$ cat config.mk
export PLATFORM = sky130hd
export DESIGN_NAME = rv32_pc_unit
export DESIGN_NICKNAME = d
export VERILOG_FILES = /design/src/rtl/rv32_pc_pkg.sv /design/src/rtl/rv32_ras.sv /design/src/rtl/rv32_pc_unit.sv
export SDC_FILE = /design/constraint.sdc
export NUM_CORES = 1
export LEC_CHECK = 0
export CAP_MARGIN = 20
export CORE_UTILIZATION = 45
export DETAILED_ROUTE_END_ITERATION = 8
export PLACE_DENSITY = 0.68
export SYNTH_ARGS = -nofsm -noshare
export SYNTH_HDL_FRONTEND = slang
export SYNTH_HIERARCHICAL = 1
export SYNTH_SLANG_ARGS = --single-unit
$ cat constraint.sdc
create_clock -name clk -period 4.2 [get_ports clk]
set_input_delay 0.84 -clock clk [delete_from_list [all_inputs] [get_ports clk]]
set_output_delay 0.84 -clock clk [all_outputs]
set_load 0.1 [all_outputs]
$ cat src/rtl/rv32_pc_pkg.sv
// rtl/rv32_pc_pkg.sv - shared types, step sizes and trap-vector helper for the PC unit
package rv32_pc_pkg;

   typedef enum logic [2:0] {
      TRAP,
      MRET,
      REDIRECT,
      RAS,
      SEQ,
      HOLD
   } pc_src_e;

   localparam int ILEN16_STEP = 2;
   localparam int ILEN32_STEP = 4;
   localparam int MAX_XLEN    = 64;

   // Callers zero-extend to MAX_XLEN and truncate the result back to their own width.
   function automatic logic [MAX_XLEN-1:0] vector_addr(input logic [MAX_XLEN-1:0] base,
                                                       input logic [4:0]          cause);
      return {base[MAX_XLEN-1:2], 2'b00} + {{(MAX_XLEN-7){1'b0}}, cause, 2'b00};
   endfunction

endpackage

$ cat src/rtl/rv32_ras.sv
// rtl/rv32_ras.sv - circular return-address stack with saturating occupancy count
module rv32_ras
   import rv32_pc_pkg::*;
#(
   parameter int DEPTH = 4,
   parameter int XLEN  = 32
) (
   input  logic            clk,
   input  logic            reset_n,
   input  logic            push,
   input  logic            pop,
   input  logic [XLEN-1:0] push_data,
   output logic [XLEN-1:0] top,
   output logic            empty
);

   localparam int PTR_W = $clog2(DEPTH);
   localparam int CNT_W = $clog2(DEPTH + 1);

   logic [XLEN-1:0]  mem_q [DEPTH];
   logic [PTR_W-1:0] ptr_q, ptr_d, ptr_inc;
   logic [CNT_W-1:0] cnt_q, cnt_d;
   logic             pop_ok;
   logic             wr_en;
   logic [PTR_W-1:0] wr_addr;

   assign empty   = (cnt_q == '0);
   assign top     = mem_q[ptr_q];
   assign pop_ok  = pop && !empty;
   assign ptr_inc = ptr_q + PTR_W'(1);

   // Push+pop replaces the top in place; a lone push past DEPTH overwrites the oldest slot.
   always_comb begin
      ptr_d   = ptr_q;
      cnt_d   = cnt_q;
      wr_en   = 1'b0;
      wr_addr = ptr_q;
      if (push && pop_ok) begin
         wr_en   = 1'b1;
         wr_addr = ptr_q;
      end else if (push) begin
         wr_en   = 1'b1;
         wr_addr = ptr_inc;
         ptr_d   = ptr_inc;
         if (cnt_q != CNT_W'(DEPTH)) begin
            cnt_d = cnt_q + CNT_W'(1);
         end
      end else if (pop_ok) begin
         ptr_d = ptr_q - PTR_W'(1);
         cnt_d = cnt_q - CNT_W'(1);
      end
   end

   always_ff @(posedge clk or negedge reset_n) begin
      if (!reset_n) begin
         ptr_q <= '0;
         cnt_q <= '0;
         for (int i = 0; i < DEPTH; i++) begin
            mem_q[i] <= '0;
         end
      end else begin
         ptr_q <= ptr_d;
         cnt_q <= cnt_d;
         if (wr_en) begin
            mem_q[wr_addr] <= push_data;
         end
      end
   end

endmodule

$ cat src/rtl/rv32_pc_unit.sv
// rtl/rv32_pc_unit.sv - fetch PC generation with trap/mret/redirect/RAS/sequential source priority
module rv32_pc_unit
   import rv32_pc_pkg::*;
#(
   parameter int              XLEN         = 32,
   parameter logic [XLEN-1:0] RESET_VECTOR = XLEN'(32'h1000_0000),
   parameter int              RAS_DEPTH    = 4,
   parameter int              SUPPORT_C    = 1
) (
   input  logic            clk,
   input  logic            reset_n,
   input  logic            stall,
   input  logic            is_compressed,
   output logic            fetch_valid,
   input  logic            fetch_ready,
   output logic [XLEN-1:0] pc_current,
   output logic [XLEN-1:0] pc_next,
   input  logic            redirect_valid,
   input  logic [XLEN-1:0] redirect_target,
   input  logic            trap_valid,
   input  logic [4:0]      trap_cause,
   input  logic [XLEN-1:0] mtvec_base,
   input  logic            mtvec_vectored,
   input  logic            mret_valid,
   output logic [XLEN-1:0] mepc,
   input  logic            ras_push,
   input  logic            ras_pop,
   output logic            misaligned_fault
);

   logic [XLEN-1:0] pc_q, pc_d;
   logic [XLEN-1:0] mepc_q, mepc_d;
   logic            started_q;
   logic            fault_q, fault_d;

   logic            compressed;
   logic            advance;
   logic            redirect_bad;
   logic [XLEN-1:0] trap_target;
   logic [XLEN-1:0] ras_top;
   logic            ras_empty;
   logic            ras_do_push;
   logic            ras_do_pop;
   pc_src_e         src;

   assign compressed   = (SUPPORT_C != 0) && is_compressed;
   assign pc_next      = pc_q + (compressed ? XLEN'(ILEN16_STEP) : XLEN'(ILEN32_STEP));
   assign fetch_valid  = started_q && !stall;
   assign advance      = fetch_valid && fetch_ready;
   assign redirect_bad = redirect_target[0] || ((SUPPORT_C == 0) && redirect_target[1]);
   assign trap_target  = mtvec_vectored
                         ? XLEN'(vector_addr(MAX_XLEN'(mtvec_base), trap_cause))
                         : {mtvec_base[XLEN-1:2], 2'b00};

   always_comb begin
      src = HOLD;
      if (trap_valid)                          src = TRAP;
      else if (mret_valid)                     src = MRET;
      else if (redirect_valid)                 src = REDIRECT;
      else if (advance && ras_pop && !ras_empty) src = RAS;
      else if (advance)                        src = SEQ;
   end

   // The stack only moves on plain advance cycles; any redirect-class source freezes it.
   assign ras_do_push = ((src == RAS) || (src == SEQ)) && ras_push;
   assign ras_do_pop  = (src == RAS);

   always_comb begin
      pc_d    = pc_q;
      mepc_d  = mepc_q;
      fault_d = 1'b0;
      case (src)
         TRAP: begin
            pc_d   = trap_target;
            mepc_d = pc_q;
         end
         MRET:     pc_d = mepc_q;
         REDIRECT: begin
            if (redirect_bad) fault_d = 1'b1;
            else              pc_d    = redirect_target;
         end
         RAS:      pc_d = ras_top;
         SEQ:      pc_d = pc_next;
         default:  pc_d = pc_q;
      endcase
   end

   always_ff @(posedge clk or negedge reset_n) begin
      if (!reset_n) begin
         pc_q      <= RESET_VECTOR;
         mepc_q    <= '0;
         started_q <= 1'b0;
         fault_q   <= 1'b0;
      end else begin
         pc_q      <= pc_d;
         mepc_q    <= mepc_d;
         started_q <= 1'b1;
         fault_q   <= fault_d;
      end
   end

   rv32_ras #(
      .DEPTH (RAS_DEPTH),
      .XLEN  (XLEN)
   ) u_ras (
      .clk       (clk),
      .reset_n   (reset_n),
      .push      (ras_do_push),
      .pop       (ras_do_pop),
      .push_data (pc_next),
      .top       (ras_top),
      .empty     (ras_empty)
   );

   assign pc_current       = pc_q;
   assign mepc             = mepc_q;
   assign misaligned_fault = fault_q;

endmodule

==> results of run 1 <==
==> sequential cells by signal (all words and copies together) (netlist names) <==
signal            cells
mepc                 32
misaligned_fault      1
pc_current           32
started_q             1
u_ras/cnt_q           3
u_ras/mem_q         128
u_ras/ptr_q           2
==> metrics by stage <==
stage,TNS (ns),instance area (sq um)
floorplan,-0.4675,13110
global placement,-0.3448,15930
detailed placement,-0.2137,15930
CTS,0,16630
global route,0,16660
finish,0,16670
==> metal layers <==
layer / global-route usage, % / vias to the layer above / routed length (microns)
li1: - / 5205 / -
met1: 42.81 / 5977 / 18730
met2: 45.49 / 601 / 19990
met3: 5.575 / 67 / 3786
met4: 9.666 / 0 / 1021
met5: 0 / - / 0
==> power by group <==
| group | switching (W) | internal [W] |
|---|---|---|
| Combinational | 0.00230 | 0.00145 |
| Clock | 0.000868 | 0.000805 |
| Sequential | 0.000541 | 0.00218 |
==> logic make-up after synthesis <==
logic type      synth area share (%)
compound gates                 22.16
simple gates                   15.02
flops                          38.76
mux                            14.56
buf+inv                        4.449
xor+xnor                       3.680
fa+ha+maj                      1.343
other cells                  0.02918
==> critical path: cells and delay by family <==
kind	cells	cell delay, ns
and+or+nand+nor	3	0.81
buffers and inverters	4	0.59
adders and majority gates	2	0.53
xor gates and xnor gates	1	0.28
==> worst max-delay path by stage <==
stage                              from     endpoint  slack [ns]  depth (start not counted)
after floorplan           pc_current[2]  pc_next[19]       -0.29                          6
after detailed placement  is_compressed  pc_next[17]       -0.12                         10
after global routing      is_compressed  pc_next[17]        0.20                         10
after global placement    is_compressed  pc_next[17]       -0.13                         10
after CTS                 is_compressed  pc_next[28]       0.006                         10
final                     is_compressed  pc_next[17]        0.30                         10
==> timing repair <==
| action | CTS | global route |
|---|---|---|
| buffers inserted | 3 | 2 |
| pin swaps | 3 | 1 |
| setup endpoints to repair | 8 | 13 |
| gates resized for setup | 12 | 5 |
| cloned | 0 | 0 |
==> Yosys cell counts, drive strengths merged (3+ instances only) <==
cell type,count,area [sq um]
dfrtp,198,4955
a21oi,106,530.5
mux2,96,1081
a221oi,72,630.6
nand2,61,236.5
clkbuf,57,215.2
buf,53,296.5
nor2,46,196.4
nor2b,45,281.5
a21o,37,277.8
o211ai,37,277.8
o22ai,37,237.7
nand4b,35,306.5
or2,33,206.5
mux4,32,720.7
xnor2,28,245.2
xor2,26,227.7
nand3,18,95.09
inv,16,60.05
o21ai,16,80.07
a211oi,14,110.1
a22oi,14,105.1
nand4,14,108.9
a31oi,11,68.82
nand2b,11,68.82
and4,10,88.84
nor3,10,55.05
and3,9,58.80
ha,9,112.6
a2111oi,8,71.32
mux2i,7,70.07
o21a,7,52.55
a221o,6,60.06
and2,6,37.54
nand3b,6,45.04
a222oi,5,50.05
o2111ai,5,43.79
o31ai,5,51.30
nor4,4,25.02
or4,4,33.78
fa,3,60.06
or3,3,18.77
==> cell type report <==
class,instances,area [sq um],share of cell area [%]
Inverter,16,60.06,0.3603
Antenna cell,2,5.005,0.03003
Clock buffer,17,425.4,2.552
Tap cell,378,473.0,2.837
Timing Repair Buffer,273,2863,17.17
Sequential cell,199,4990,29.94
Clock inverter,15,177.7,1.066
Multi-Input combinational cell,926,7675,46.04
==> placed cells by master, fill, tap and decap left out, types with 8 or more instances in the layout <==
| cell type | n |
|---|---|
| o21ai_0 | 15 |
| a211oi_1 | 13 |
| inv_1 | 15 |
| buf_4 | 93 |
| nand4_1 | 12 |
| clkbuf_16 | 17 |
| o211ai_1 | 37 |
| a22oi_1 | 14 |
| mux2_2 | 79 |
| xnor2_2 | 13 |
| clkdlybuf4s50_1 | 140 |
| buf_12 | 36 |
| xnor2_1 | 12 |
| and4_1 | 8 |
| a21o_1 | 37 |
| nand2_1 | 60 |
| a21oi_1 | 106 |
| or2_2 | 33 |
| nor2_1 | 44 |
| nand4b_1 | 35 |
| nand3_1 | 15 |
| mux4_2 | 32 |
| mux2_1 | 17 |
| a221oi_1 | 72 |
| o22ai_1 | 36 |
| dfrtp_1 | 195 |
| a31oi_1 | 11 |
| xor2_1 | 16 |
| nor2b_1 | 43 |
| nand2b_1 | 11 |
==> flow_summary.toml, run 1 <==
[min_path]
hold_path_class = "in2async"

[critical_path]
r2r_start = "u_ras/cnt_q[2]"
path_max_fanout = 3
timing.rr.end = "u_ras/mem_q[86]"
cpPeakStageDelay_ns = 0.34
setup.worst_path.end_class = "output port"
cp-start-kind = "input pin"
reg2reg_slack_ns = 0.88
path_cells = "dlymetal6s2s_1, ha_2, inv_1, fa_2, nand4b_1, nor4_2, buf_4, and4_4, xor2_4, buf_12"
crit_type = "in2out"
crit_slowest_cell = "fa_2"
reg2regPathDepth = 10
arrival_ns = 3.06
cp.required_ns = 3.36

[grt]
grt_antenna_before_repair = 0
grt_overflow_total = 0
grt_pass1_vias = 11257
grt_max_degree = 104
grt_usage_pct = 29.90
grt_pass1_wl_microns = 66180

[power_and_ir_drop]
ir_drop_mv = 0.3114
leakage_nw = 6.842
finalPower_w = 0.008144
power_density_nw_per_um2 = 488.6

[timing]
finalHoldViolations = 0
hold_ws_ns = 0.4800
finClkSkew_ns = 0.01923
period_share_pct = 92.79
postLayoutSetupSlackWorst_ns = 0.3027
worst_pin_slew_ns = 1.077
fin_crit_ns = 3.897
clock.fmax_ghz = 0.2566
rsz0062_at_grt = "no"
slew_headroom_pct = 28.02
slew_violations = 0
finalSetupViolCount = 0

[clock_tree]
clkTransAtPathRegs_ns = 0.09
clock-sinks = 199
clk_latency_ns = 0.45
cts_tree = "done"
h-tree-depth = 4
clock_path_buffers = 2
root_buffer = "clkbuf_16"
holdBufCountCts = 0
numCtsBuffers = 17

[synthesis]
netlist_area_sq_um = 12850
avgSynthCellArea_sq_um = 10.27
ys_warn_count = 6
yosys_most_used_dff = "dfrtp_1"
synth_nets = 1343
async_reset_ff_share_pct = 100.0
ys_seq_area_share_pct = 38.76
synth.distinct_cells = 88
syn_inst = 1251
synth-seq-cells = 199
synth_edf_count = 0

[die]
die_area_sq_um = 29240
die_h_microns = 171
start_util_pct = 46.01
core_area_sq_um = 27930
io_pins = 178
row_count = 61
die_w_microns = 171

[final_layout]
final_util_pct = 59.67
stdcell_count = 1826
area_growth_pct = 29.69
drive_gt1_share_pct = 25.73
fill_cells = 2358
final_nets = 1525

[place]
dp.cells = 1787
io_buffer_count = 175
dpl.hpwl_microns = 30030
dpl_worst_slack_ns = -0.1154
globalplace.congestion = 0.9333

[route]
vias = 11850
viasPerCell = 6.490
wl_microns = 43520
drc = 0
dr.pass1.iters = 8
wire_per_inst_microns = 23.83
first_iter_violations = 1283
route.antenna.remaining_nets = 0

[status]
status = "finished, final reports clean"

[run]
max-cap-violations = 0
No activity file was read; power rests on OpenSTA's default activity.
==> run 2: changes to the inputs <==
--- a/config.mk
+++ b/config.mk
@@ -5,10 +5,12 @@
 export SDC_FILE = /design/constraint.sdc
 export NUM_CORES = 1
 export LEC_CHECK = 0
-export CAP_MARGIN = 20
+export CAP_MARGIN = 5
 export CORE_UTILIZATION = 45
+export CTS_BUF_LIST = sky130_fd_sc_hd__clkbuf_8
 export DETAILED_ROUTE_END_ITERATION = 8
 export PLACE_DENSITY = 0.68
+export RECOVER_POWER = 25
 export SYNTH_ARGS = -nofsm -noshare
 export SYNTH_HDL_FRONTEND = slang
 export SYNTH_HIERARCHICAL = 1
==> flow_summary.toml, run 2 (synthesized netlist as in run 1, its figures left out) <==
[status]
status = "finished with violations"
violations = "max-capacitance violations, max-slew violations"

[route]
route.antenna.remaining_nets = 0
wl_microns = 43150
viasPerCell = 6.453
dr.pass1.iters = 6
wire_per_inst_microns = 23.67
first_iter_violations = 1184
vias = 11763
drc = 0

[timing]
postLayoutSetupSlackWorst_ns = 0.3669
fin_crit_ns = 3.833
worst_pin_slew_ns = 2.830
finalHoldViolations = 0
setup_tns_ns = 0
clock.fmax_ghz = 0.2609
finClkSkew_ns = 0.02682
slew_violations = 103
finalSetupViolCount = 0
slew_headroom_pct = -88.69
period_share_pct = 91.26
rsz0062_at_grt = "no"

[clock_tree]
numCtsBuffers = 17
clock_path_buffers = 2
root_buffer = "clkbuf_8"
clock-sinks = 199
clkTransAtPathRegs_ns = 0.10
clk_latency_ns = 0.51
cts_tree = "done"
h-tree-depth = 4

[power_and_ir_drop]
ir_drop_mv = 0.2641
leakage_nw = 6.745
finalPower_w = 0.007746
power_density_nw_per_um2 = 470.8

[critical_path]
reg2regPathDepth = 10
arrival_ns = 2.99
startpoint = "is_compressed"
reg2reg_slack_ns = 0.86
critical-path-top-cell-by-count = "buf_4"
cp_num_buf_inv = 7
path_cells = "dlymetal6s2s_1, buf_4, inv_1, ha_1, a21oi_1, buf_4, nor4_1, buf_4, nand3_1, buf_4, xnor2_2, buf_12"
cpPeakStageDelay_ns = 0.34
crit_slowest_cell = "xnor2_2"
cp_top_family = "buffers and inverters"
crit_cells = 12
cp.required_ns = 3.36
timing.rr.end = "u_ras/mem_q[86]"
r2r_start = "u_ras/cnt_q[2]"
crit_type = "in2out"
endpoint = "pc_next[22]"
setup.worst_path.end_class = "output port"
cp-start-kind = "input pin"
path_max_fanout = 3

[min_path]
worstHoldStart = "u_ras/mem_q[48]"
hold_path_class = "reg2reg"

[die]
die_h_microns = 171
die_area_sq_um = 29240
start_util_pct = 46.01
core_area_sq_um = 27930
io_pins = 178
die_w_microns = 171
row_count = 61

[final_layout]
drive_gt1_share_pct = 25.61
fill_cells = 2385
layout_common_cells = "dfrtp_1, clkdlybuf4s50_1, a21oi_1"
final_nets = 1524
top_register = "u_ras/mem_q"
diodes = 0
largest_reg_flops = 128
multiInputGateArea_sq_um = 7677
area_growth_pct = 28.03
regArea_sq_um = 4990
final_common_cell = "dfrtp_1"

[place]
dpl.hpwl_microns = 30030
globalplace.congestion = 0.9333
dpl_worst_slack_ns = -0.1154
io_buffer_count = 175

[run]
max-cap-violations = 1

[grt]
grt_pass1_wl_microns = 66190
grt_usage_pct = 29.93
grt_antenna_before_repair = 0
grt_max_degree = 104
grt_pass1_vias = 11196
grt_overflow_total = 0
-- run 2: layout make-up --
type,count,share of cell area (%)
tap,378,2.874
multi-input combinational,926,46.66
clock inverter,15,1.080
inverter,16,0.3650
clock buffer,17,1.422
timing repair buffer,272,17.28
sequential,199,30.32
-- run 2: worst min-delay path by stage --
stage / to / slack, ns / depth (start not counted)
after floorplan: u_ras/mem_q[33] / 0.45 / 1
after global placement: u_ras/mem_q[59] / 0.46 / 1
after detailed placement: u_ras/mem_q[39] / 0.47 / 1
after CTS: u_ras/mem_q[37] / 0.47 / 1
after global routing: u_ras/mem_q[39] / 0.50 / 1
final: u_ras/mem_q[48] / 0.49 / 1
-- run 2: per-layer routing --
layer / track usage (%) / wire length [microns] / vias up / part of all wire [%]
met1: 43.15 / 18870 / 5928 / 44
li1: - / - / 5190 / -
met5: 0 / 0 / - / 0
met2: 45.67 / 19740 / 583 / 46
met4: 8.618 / 823 / 0 / 1.9
met3: 5.575 / 3728 / 62 / 8.6
-- run 2: stage by stage --
step           instance area (sq um)  utilization, %  hold slack (ns)  cells
3_5_place_dp                   15930           57.02           0.4693   1787
3_3_place_gp                   15930           57.02           0.4609   1787
4_1_cts                        16430           58.81           0.4660   1822
2_1_floorplan                  13110               -           0.4524   1251
6_report                       16450           58.90           0.4934   1823
5_1_grt                        16450           58.90           0.5046   1823
-- run 2: worst reg2reg max path, stage by stage (launching register included) --
cell and delay, ns:
dfrtp_1 0.46, nor3_1 0.55, nand2b_1 0.22, nor3_2 0.06
nand2b_1 0.19, inv_1 0.07, ha_2 0.21, nor3b_2 0.76
buf_4 0.45, a221oi_1 0.14, a21oi_1 0.16
-- run 2: report_power, final --
group          internal, W  switching [W]
sequential         0.00218       0.000541
clock             0.000454       0.000827
combinational      0.00145        0.00229
total              0.00409        0.00366
-- run 2: repair_timing --
item	in CTS	in global routing
setup buffers	3	1
pin swaps	3	1
resized for setup	10	6
setup endpoints to repair	6	13
hold buffers	0	0
==> variant 1: new RTL, flow settings as in run 2 <==
`RAS_DEPTH`: 4 -> 2.
--- a/src/rtl/rv32_pc_unit.sv
+++ b/src/rtl/rv32_pc_unit.sv
@@ -6,3 +6,3 @@
    parameter logic [XLEN-1:0] RESET_VECTOR = XLEN'(32'h1000_0000),
-   parameter int              RAS_DEPTH    = 4,
+   parameter int              RAS_DEPTH    = 2,
    parameter int              SUPPORT_C    = 1
Function: same outputs for any inputs over 4 cycles, from zero or initial values and one cycle with reset_n low; that may be too few to reach the edited logic, so the function may still have changed.
==> variant 1 against run 2 <==
  * The run still ends with max-capacitance violations, max-slew violations left
  * Final area is 31% lower
  * First-iteration DRC count is 37% lower
  * Sequential cell count is 66 lower
  * Power fell by 33%
  * Worst setup slack lost 0.027 ns
  * Non-clock buffer count fell by 39
  * Synthesized area fell by 37%
  * Register-to-register slack improved by 0.38 ns
  * Worst hold slack improved by 0.00083 ns
  * Count of clock-buffer cells in the layout rose by 2
  * Clock power fell by 11%
  * Routed wire length is 37% lower
==> variant 1: results (changes against run 2) <==
| Metric | Value |
|---|---|
| Dpl cell area | `10,800 um2 (-32%)` |
| Cell-internal power | `0.00283 W (-31%)` |
| Pleak | `4.88 nW (-28%)` |
| Worst-path fanout max | `4 (+1)` |
| Number of global-route vias before repair | `7,228 (-35%)` |
| Sequential share of cell area | `29.5% (-0.83 points)` |
| Status | `complete, but fails checks` |
| WL per Instance | `22.7 um (-4.2%)` |
| Initial antenna violation count | `1 (+1)` |
| Synth Instances | `765 (-39%)` |
| Clock transition at path regs | `0.07 ns (-0.03 ns)` |
| Slew @ Worst Pin | `2.40 ns (-0.429 ns)` |
| Largest register FFs | `64 (-50%)` |
| Layout clock area frac | `3.70% (+1.2 points)` |
| Signal buffers share of area | `22.0% (+4.7 points)` |
| Worst Path Arrival | `3.02 ns (+0.03 ns)` |
| Failing checks | `max-capacitance violations, max-slew violations` |
| Seq cells post-synth | `133 (-33%)` |
| Fillers | `1,368 (-43%)` |
| CP max stage delay | `0.41 ns (+0.07 ns)` |
| RR Endpoint | `u_ras/mem_q[28]` |
| Largest net degree at the start of global routing | `71 (-32%)` |
| Routed vias | `7,311 (-38%)` |
| First-pass GRT wire length | `41,600 um (-37%)` |
| Inverters | `22 (+6)` |
| Max Freq | `0.259 GHz (-0.70%)` |
| Post-DP HPWL | `20,200 um (-33%)` |
| Comb_multi_in | `562 (-39%)` |
| Max-capacitance violation count | `2 (+1)` |
| Final Max Slew Viols | `113 (+9.7%)` |
| GP Congestion | `0.920 (-1.5%)` |
| Post_cts resized | `9 (-1)` |
| Sequential-to-total area share from yosys stat | `41.2% (+2.5 points)` |
| Crit path to | `pc_next[31]` |
| Net Count, Synth | `856 (-36%)` |
[variant 1: cell types whose count changed in the layout (fill, tap and decap cells not counted), sizes merged, moves of 32 or more]
cell	change
o22ai	-33
a221oi	-63
nand4b	-34
buf	-42
a21o	-34
o211ai	-34
mux4	-32
a21oi	-64
nor2b	-37
dfrtp	-66
mux2	+32
[variant 1: metal layers]
layer / vias up / global-route usage (%) / share of wire [%]
met5: - / 0 / 0
met4: 0 / 11.2 / 2.5
met3: 44 / 8.02 / 8.7
met2: 358 / 47.4 / 47
met1: 3640 / 41.3 / 42
li1: 3269 / - / -
[variant 1: worst min path at each step]
| stage | end | cells after the start | startpoint |
|---|---|---|---|
| finish | u_ras/mem_q[25] | 1 | u_ras/mem_q[25] |
| global route | u_ras/mem_q[25] | 1 | u_ras/mem_q[25] |
| CTS | u_ras/mem_q[25] | 1 | u_ras/mem_q[25] |
| detailed placement | u_ras/mem_q[25] | 1 | u_ras/mem_q[25] |
| global placement | u_ras/mem_q[26] | 1 | u_ras/mem_q[26] |
| floorplan | u_ras/mem_q[25] | 1 | u_ras/mem_q[25] |
[variant 1: cells by family (layout without fill, tap and decap cells)]
kind of cell               Yosys count  count (layout)  synth area share, %
AOI/OAI and AO/OA                  188             188                 15.9
other                                1               2               0.0464
and+or+nand+nor                    170             170                 11.6
muxes                              136             136                 19.1
buffers and inverters               70             287                 4.06
xor gates and xnor gates            56              56                 6.07
adders and majority gates           11              11                 1.89
DFF                                133             133                 41.2
[variant 1: power groups by stage]
stage	logic, W	clock network (W)	registers (W)
finish	0.00238	0.00114	0.00165
global route	0.00246	0.00120	0.00167
CTS	0.00237	0.00115	0.00164
detailed placement	0.00236	0	0.00166
global placement	0.00233	0	0.00165
floorplan	0.000937	0	0.00229
==> variant 2: new RTL, settings of run 2 <==
Made on the original files. Put one more register stage on the output `misaligned_fault`, with the module's reset. The value now appears one clock later. The other outputs are not delayed to match.
--- a/src/rtl/rv32_pc_unit.sv
+++ b/src/rtl/rv32_pc_unit.sv
@@ -116,3 +116,9 @@
    assign mepc             = mepc_q;
-   assign misaligned_fault = fault_q;
+   always_ff @(posedge clk or negedge reset_n) begin
+      if (!reset_n) begin
+         misaligned_fault <= '0;
+      end else begin
+         misaligned_fault <= fault_q;
+      end
+   end
 
Function: changed (Yosys sat finds a counterexample within 4 cycles, from zero or initial values and one cycle with reset_n low).
==> variant 2 against run 2 <==
  * The run still ends with max-capacitance violations, max-slew violations left
  * Synthesized area is 0.19% higher
  * Power increased by 1.0%
  * Routed wire length down 1.1%
  * Worst setup slack got worse by 0.035 ns
  * Register-to-register slack worse by 0.14 ns
  * Clock power grew 6%
  * Final area is 0.38% lower
  * Sequential cell count grew 1
  * Critical path type unchanged
  * Highest routed layer unchanged
==> variant 2: results (changes against run 2) <==
| Metric | Value |
|---|---|
| Largest net degree at the start of global routing | `85 (-18%)` |
| Final Max Slew Viols | `84 (-18%)` |
| RR Endpoint | `u_ras/mem_q[51]` |
| Worst Path Arrival | `3.03 ns (+0.04 ns)` |
| Net Count, Synth | `1,344 (+0.074%)` |
| Status | `complete, but fails checks` |
| Cell-internal power | `0.00428 W (+4.7%)` |
| Synth top cells by count | `dfrtp_1 (199), a21oi_1 (106), mux2_2 (79), a221oi_1 (72), nand2_1 (60)` |
| Sequential-to-total area share from yosys stat | `38.9% (+0.12 points)` |
| Routed WL | `42,700 um (-1.1%)` |
| Post-DP HPWL | `29,200 um (-2.7%)` |
| Pre-CTS WS | `-0.127 ns (-0.0118 ns)` |
| Synth area leaders | `dfrtp_1 (39%), mux2_2 (6.9%), mux4_2 (5.6%), a221oi_1 (4.9%), a21oi_1 (4.1%)` |
| VDD IR max | `0.227 mV (-14%)` |
| First-pass GRT wire length | `64,500 um (-2.5%)` |
| Failing checks | `max-capacitance violations, max-slew violations` |
| # nets final | `1,519 (-0.33%)` |
| Crit path to | `pc_next[31]` |
| Global Route met1 Usage | `42.0% (-1.2 points)` |
| Finished Layout Cells | `1,818 (-0.27%)` |
| Slew @ Worst Pin | `2.30 ns (-0.530 ns)` |
| Hold Path End | `misaligned_fault` |
| Hold Crit Depth | `0 (-1)` |
| Max-capacitance violation count | `1 (unchanged)` |
| Layout cells sized above 1 | `25.0% (-0.61 points)` |
| Met2 wire len | `19,000 um (-3.6%)` |
| Fin Clk Skew | `0.0203 ns (-0.00656 ns)` |
| Syn avg cell area | `10.3 um2 (+0.11%)` |
| M2 GR Usage | `43.5% (-2.1 points)` |
| Clk pwr share | `17.4% (+0.9 points)` |
| Post_cts resized | `4 (-6)` |
| Fillers | `2,354 (-1.3%)` |
| Postcts setup bufs | `0 (-3)` |
| Tot Pwr | `0.00783 W (+1.0%)` |
| Met1 Wirelength | `18,900 um (+0.43%)` |
| GP Congestion | `0.900 (-3.6%)` |
| Number of global-route vias before repair | `11,000 (-1.6%)` |
| Hold_sp | `fault_q` |
| Worst-path fanout max | `3 (unchanged)` |
| Fin crit share | `92.1% (+0.84 points)` |
| Crit path max-delay cell type | `fa_2` |
| Met3 wire length | `3570 um (-4.2%)` |
| Sequential power | `0.00267 W (-2%)` |
## variant 2: cell count changes after synthesis
cell            run 2  this run
dfrtp_1           198       199
## variant 2: logic make-up (layout without fill, tap and decap cells)
| kind of cell | count (synthesis) | count (layout) | share of synthesized area, % |
|---|---|---|---|
| AO/OA/AOI/OAI | 402 | 402 | 22.1 |
| AND/OR/NAND/NOR | 322 | 322 | 15.0 |
| buffers and inverters | 126 | 314 | 4.44 |
| multiplexers | 135 | 135 | 14.5 |
| adder cells (fa/ha/maj) | 12 | 12 | 1.34 |
| other | 1 | 1 | 0.0291 |
| XOR/XNOR | 54 | 54 | 3.67 |
| flip-flops | 200 | 200 | 38.9 |
## variant 2: area by class of cell
class | count | area [um2] | share of cell area, %
Tap cell | 378 | 473 | 2.89
Multi-Input combinational cell | 926 | 7620 | 46.5
Timing Repair Buffer | 266 | 2800 | 17.1
Sequential cell | 200 | 5010 | 30.6
Clock buffer | 20 | 275 | 1.68
Inverter | 16 | 60.1 | 0.366
Clock inverter | 12 | 149 | 0.908
